===== src/rtl/fft_frame_sched.sv =====
// Shares one in-place 64-point FFT core between two requesters: round-robin grant,
// stream the granted frame in, then forward the 32 two-sample output beats tagged by requester.
module fft_frame_sched #(
  parameter int unsigned W       = 16,
  parameter int unsigned N       = 64,
  parameter int unsigned TIMEOUT = 511,
  localparam int unsigned IdxW   = $clog2(N),
  localparam int unsigned BeatW  = IdxW - 1
) (
  input  logic                 clk,
  input  logic                 nrst,
  input  logic [1:0]           req,
  output logic [1:0]           gnt,
  output logic [IdxW-1:0]      sample_idx,
  input  logic signed [W-1:0]  s0_re,
  input  logic signed [W-1:0]  s0_im,
  input  logic signed [W-1:0]  s1_re,
  input  logic signed [W-1:0]  s1_im,
  output logic                 core_start,
  output logic                 core_valid,
  output logic signed [W-1:0]  core_re,
  output logic signed [W-1:0]  core_im,
  input  logic                 core_out_start,
  input  logic signed [W-1:0]  core_re0,
  input  logic signed [W-1:0]  core_im0,
  input  logic signed [W-1:0]  core_re1,
  input  logic signed [W-1:0]  core_im1,
  output logic                 res_valid,
  output logic                 res_tag,
  output logic [BeatW-1:0]     res_idx,
  output logic                 res_last,
  output logic signed [W-1:0]  res_re0,
  output logic signed [W-1:0]  res_im0,
  output logic signed [W-1:0]  res_re1,
  output logic signed [W-1:0]  res_im1,
  output logic                 busy,
  output logic                 err_timeout
);

  localparam int unsigned WdW = 10;

  typedef enum logic [1:0] {StIdle, StLoad, StWait, StDrain} state_e;

  state_e           state_q, state_d;
  logic [1:0]       gnt_q, gnt_d;
  logic [IdxW-1:0]  idx_q, idx_d;
  logic             tag_q, tag_d;
  logic             prio_q, prio_d;  // requester favoured on a tie
  logic [WdW-1:0]   wd_q, wd_d;
  logic [BeatW-1:0] beat_q, beat_d;
  logic             capture;
  logic [BeatW-1:0] cap_idx;
  logic             win;

  always_comb begin
    state_d     = state_q;
    gnt_d       = gnt_q;
    idx_d       = idx_q;
    tag_d       = tag_q;
    prio_d      = prio_q;
    wd_d        = wd_q;
    beat_d      = beat_q;
    capture     = 1'b0;
    err_timeout = 1'b0;
    win         = 1'b0;
    unique case (state_q)
      StIdle: begin
        if (|req) begin
          win     = (req == 2'b11) ? prio_q : req[1];
          tag_d   = win;
          gnt_d   = win ? 2'b10 : 2'b01;
          idx_d   = '0;
          state_d = StLoad;
        end
      end
      StLoad: begin
        idx_d = idx_q + 1'b1;
        if (idx_q == IdxW'(N - 1)) begin
          gnt_d   = 2'b00;
          prio_d  = ~tag_q;
          wd_d    = '0;
          state_d = StWait;
        end
      end
      StWait: begin
        if (core_out_start) begin
          capture = 1'b1;
          beat_d  = BeatW'(1);
          state_d = StDrain;
        end else if (wd_q == WdW'(TIMEOUT)) begin
          err_timeout = 1'b1;
          state_d     = StIdle;
        end else begin
          wd_d = wd_q + 1'b1;
        end
      end
      StDrain: begin
        capture = 1'b1;
        beat_d  = beat_q + 1'b1;
        if (beat_q == '1) state_d = StIdle;
      end
      default: state_d = StIdle;
    endcase
  end

  // Beat 0 is captured from WAIT, later beats from DRAIN.
  assign cap_idx = (state_q == StDrain) ? beat_q : '0;

  always_ff @(posedge clk or negedge nrst) begin
    if (!nrst) begin
      state_q <= StIdle;
      gnt_q   <= '0;
      idx_q   <= '0;
      tag_q   <= 1'b0;
      prio_q  <= 1'b0;
      wd_q    <= '0;
      beat_q  <= '0;
    end else begin
      state_q <= state_d;
      gnt_q   <= gnt_d;
      idx_q   <= idx_d;
      tag_q   <= tag_d;
      prio_q  <= prio_d;
      wd_q    <= wd_d;
      beat_q  <= beat_d;
    end
  end

  always_ff @(posedge clk or negedge nrst) begin
    if (!nrst) begin
      res_valid <= 1'b0;
      res_tag   <= 1'b0;
      res_idx   <= '0;
      res_last  <= 1'b0;
      res_re0   <= '0;
      res_im0   <= '0;
      res_re1   <= '0;
      res_im1   <= '0;
    end else if (capture) begin
      res_valid <= 1'b1;
      res_tag   <= tag_q;
      res_idx   <= cap_idx;
      res_last  <= (cap_idx == '1);
      res_re0   <= core_re0;
      res_im0   <= core_im0;
      res_re1   <= core_re1;
      res_im1   <= core_im1;
    end else begin
      res_valid <= 1'b0;
      res_last  <= 1'b0;
    end
  end

  assign gnt        = gnt_q;
  assign sample_idx = idx_q;
  assign busy       = (state_q != StIdle);
  assign core_valid = (state_q == StLoad);
  assign core_start = core_valid && (idx_q == '0);
  assign core_re    = core_valid ? (tag_q ? s1_re : s0_re) : '0;
  assign core_im    = core_valid ? (tag_q ? s1_im : s0_im) : '0;

endmodule


===== config.mk =====
export PLATFORM = sky130hd
export DESIGN_NAME = fft_frame_sched
export DESIGN_NICKNAME = d
export VERILOG_FILES = /design/src/rtl/fft_frame_sched.sv
export SDC_FILE = /design/constraint.sdc
export NUM_CORES = 1
export LEC_CHECK = 0
export CORE_MARGIN = 2
export CORE_UTILIZATION = 39
export CTS_CLUSTER_SIZE = 25
export DETAILED_ROUTE_END_ITERATION = 8
export PLACE_DENSITY = 0.76
export SYNTH_ARGS = -nofsm -noshare
export SYNTH_HDL_FRONTEND = slang
export SYNTH_SLANG_ARGS = --single-unit

===== constraint.sdc =====
create_clock -name clk -period 1.9 [get_ports clk]
set_input_delay 0.285 -clock clk [delete_from_list [all_inputs] [get_ports clk]]
set_output_delay 0.285 -clock clk [all_outputs]
set_load 0.02 [all_outputs]

==> results.json <==
{
  "outcome": "complete, but fails checks",
  "violations": "setup timing",
  "worst_r2r_startpoint": "state_q[1]",
  "area_delta_synth_final_pct": 68.4,
  "placement.cell_area_sq_mm": 0.00742,
  "drtAntennaViolNets": 0,
  "pwr-share-comb_pct": 54.3,
  "remaining_drc_errors": 0,
  "post_route_cells_drive_above_1_share_pct": 13.6,
  "timing.critical_path.to_type": "output pin",
  "worst_ir_drop_vdd_mv": 0.904,
  "worst_r2r_path_depth": 7,
  "clock_latency_ns": 0.33,
  "pwr-share-seq_pct": 29.0,
  "cp-startpoint": "sample_idx[0]",
  "main_flop_type_after_synthesis": "dfrtp_1",
  "tritoncts": "built",
  "worstReg2RegEnd": "wd_q[7]",
  "vias": 4570,
  "worst-path-max-fanout": 2,
  "actual_transition_at_the_worst_max_transition_pin_ns": 0.421,
  "slew_margin_rel_pct": 71.9,
  "grt_setup_unrepaired": "true",
  "p_per_area_mw_per_mm2": 1620,
  "timing.clock.skew_ns": 0.00669,
  "tritoncts.num_buffers": 9,
  "initial_core_util_pct": 40.1,
  "critical_path_class": "reg2out",
  "drt_pre_antenna_iters": 4,
  "mappedNetlistArea_sq_mm": 0.00460,
  "grt_pass1_wl_um": 22500,
  "intPower_uw": 7540,
  "ctsLongestPathBuffers": 2,
  "nNetsFinal": 920,
  "synth_async_sr_flop_share_pct": 100,
  "postSynthRegisterBits": 99,
  "cts_root_buf": "clkbuf_16",
  "maximum_number_of_pins_on_one_net_before_global_route_repair": 58,
  "totalWireLength_um": 14000,
  "timing.final.max_slew_violations": 0,
  "p_switching_uw": 5010,
  "final_min_period_over_clock_period_pct": 103,
  "global_route.overflow_total": 0,
  "io_buffer_count": 248,
  "antennaDiodeCount": 0,
  "p_leak_uw": 0.00369,
  "slowest_stage": "or4b_4",
  "vias_per_cell": 4.92,
  "setup.worst_path.start_class": "flop",
  "timing.reg2reg.setup_slack_ns": 0.07,
  "std_cell_rows": 39,
  "die_height_um": 113,
  "hold_path.class": "in2async",
  "grt_util_all_layers_pct": 21.9,
  "timing.fmax_mhz": 511,
  "finalSetupViolCount": 1,
  "netSwitchingFraction_pct": 40.0,
  "synth_enable_flop_cells": 0,
  "clk_pin_slew_ns": 0.06,
  "synth_unique_cells": 39,
  "post-route-worst-setup-slack_ns": -0.0562,
  "total_power_uw": 12500,
  "fp.coreArea_sq_mm": 0.0115,
  "path_cells": "inv_1 > ha_1 > or4b_4 > nor3_2 > buf_4",
  "globalplace.congestion": 0.885,
  "post_synth_inst_count": 517,
  "final_core_utilization_pct": 67.6,
  "worst-endpoint-required_ns": 1.62,
  "die_area_sq_mm": 0.0127,
  "power.share.clock_pct": 16.7,
  "timing_hold_violations_final": 0,
  "timing.critical_path.to": "core_start",
  "ys_top_cells_by_area": "dfrtp_1 (54%), nand2_1 (17%), mux2i_1 (7.8%)",
  "synth_most_common_cell": "nand2_1",
  "grt_pass1_vias": 4682,
  "drt_iter0_drc": 274,
  "layout.cell_area.non_filler_sq_mm": 0.00775,
  "htree_num_levels": 3,
  "antenna_violations_before_repair": 0,
  "ios": 249,
  "cts.sink_count": 99,
  "sequential_fraction_of_the_synthesis_area_pct": 53.8,
  "arrival_ns": 1.67,
  "avgSynthCellArea_sq_um": 8.90,
  "synthTopCellsByCount": "nand2_1 (213), dfrtp_1 (99), nor2_1 (48)",
  "max-cap-violations": 0,
  "yosys.area.top_type_share_pct": 53.8,
  "synth_fp_nets": 655,
  "detailedPlace.worstSlack_ns": -0.616,
  "die-width_um": 113,
  "period_minus_slack_ns": 1.96,
  "worst_path_largest_cell_delay_ns": 0.47,
  "timing.setup.tns_ns": -0.0562,
  "dp.final_hpwl_um": 10700,
  "drt-wirelength-per-cell_um": 15.1,
  "synth.largest_area_cell": "dfrtp_1",
  "synth_warnings": 0
}
## sequential cells by signal, summed over array words and instances, names as in the netlist, 2 cells and up
name and flops:
res_im0 16, beat_q 5, res_re0 16, res_re1 16
res_im1 16, state_q 2, wd_q 10, sample_idx 6
res_idx 5, gnt 2
## metal layers
metal | part of all wire (%) | wire length [um] | track usage, %
met4 | 2.6 | 368 | 8.94
met5 | 0 | 0 | 0
met2 | 52 | 7290 | 40.2
met3 | 7.4 | 1040 | 4.59
met1 | 38 | 5340 | 24.5
## logic make-up (layout without fill, tap and decap cells)
logic type | after synthesis | in the layout | synth area share [%]
xor+xnor | 4 | 4 | 0.761
flops | 99 | 99 | 53.8
simple gates | 304 | 305 | 27.4
buf+inv | 38 | 306 | 3.59
fa+ha+maj | 5 | 5 | 1.36
compound gates | 30 | 30 | 4.92
mux | 37 | 37 | 8.08
## what timing repair did
item | CTS | global route
hold buffers | 1 | 0
gates cloned | 0 | 1
endpoints found under the hold margin | 30 | 0
endpoints found under the setup margin | 37 | 17
pin swaps | 4 | 4
buffers inserted | 2 | 3
gates resized for setup | 152 | 22
## worst max-delay path, delay by kind of cell (launching register included)
family	cells	cell delay [ns]
buffers and inverters	2	0.22
flip-flops	1	0.38
adder cells (fa/ha/maj)	1	0.15
AND/OR/NAND/NOR	2	0.59
## cell usage in the layout, fill, tap and decap left out, drive strengths merged, types with 2 or more instances in the layout
cell type	n
bufinv	3
nand2b	4
dlygate4sd2	2
a211o	2
clkbuf	11
a22o	10
nand3	9
and3	4
nor3b	5
a31oi	2
o21ai	7
dfrtp	99
nor2	48
clkdlybuf4s50	210
nand2	213
ha	5
and4	2
buf	69
xnor2	4
inv	9
nor3	9
nand4	4
mux2i	36
## power groups by stage
stage               clock network [uW]  logic (uW)  registers [uW]
global placement                     0        6760            3610
global route                      2220        7340            3780
detailed placement                   0        6890            3680
floorplan                            0        2490            4690
finish                            2090        6810            3640
CTS                               2140        6790            3650
## stage by stage
step	std cells	hold WS, ns
after floorplan	517	-0.0106
after global placement	907	0.245
after detailed placement	907	0.254
after CTS	925	0.449
after global routing	929	0.474
final	929	0.442
## worst min-delay path by stage
| stage | from | to | slack (ns) | cells past startpoint |
|---|---|---|---|---|
| after floorplan | nrst | beat_q[0] | -0.01 | 0 |
| after detailed placement | nrst | res_re0[8] | 0.25 | 1 |
| after global placement | nrst | res_re0[13] | 0.24 | 1 |
| final | nrst | res_re0[8] | 0.44 | 2 |
| after global routing | nrst | res_re0[13] | 0.47 | 2 |
| after CTS | nrst | res_re0[8] | 0.45 | 2 |
## cell type report
type                    instances  area [sq um]
fillers                       977          3720
repair buffers                282          2660
flip-flops and latches         99          2480
multi-input cells             381          2050
clock buffers                  11           253
well taps                     143           179
clock inverters                 4          97.6
inverters                       9          33.8
(Power assumes the default switching activity.)
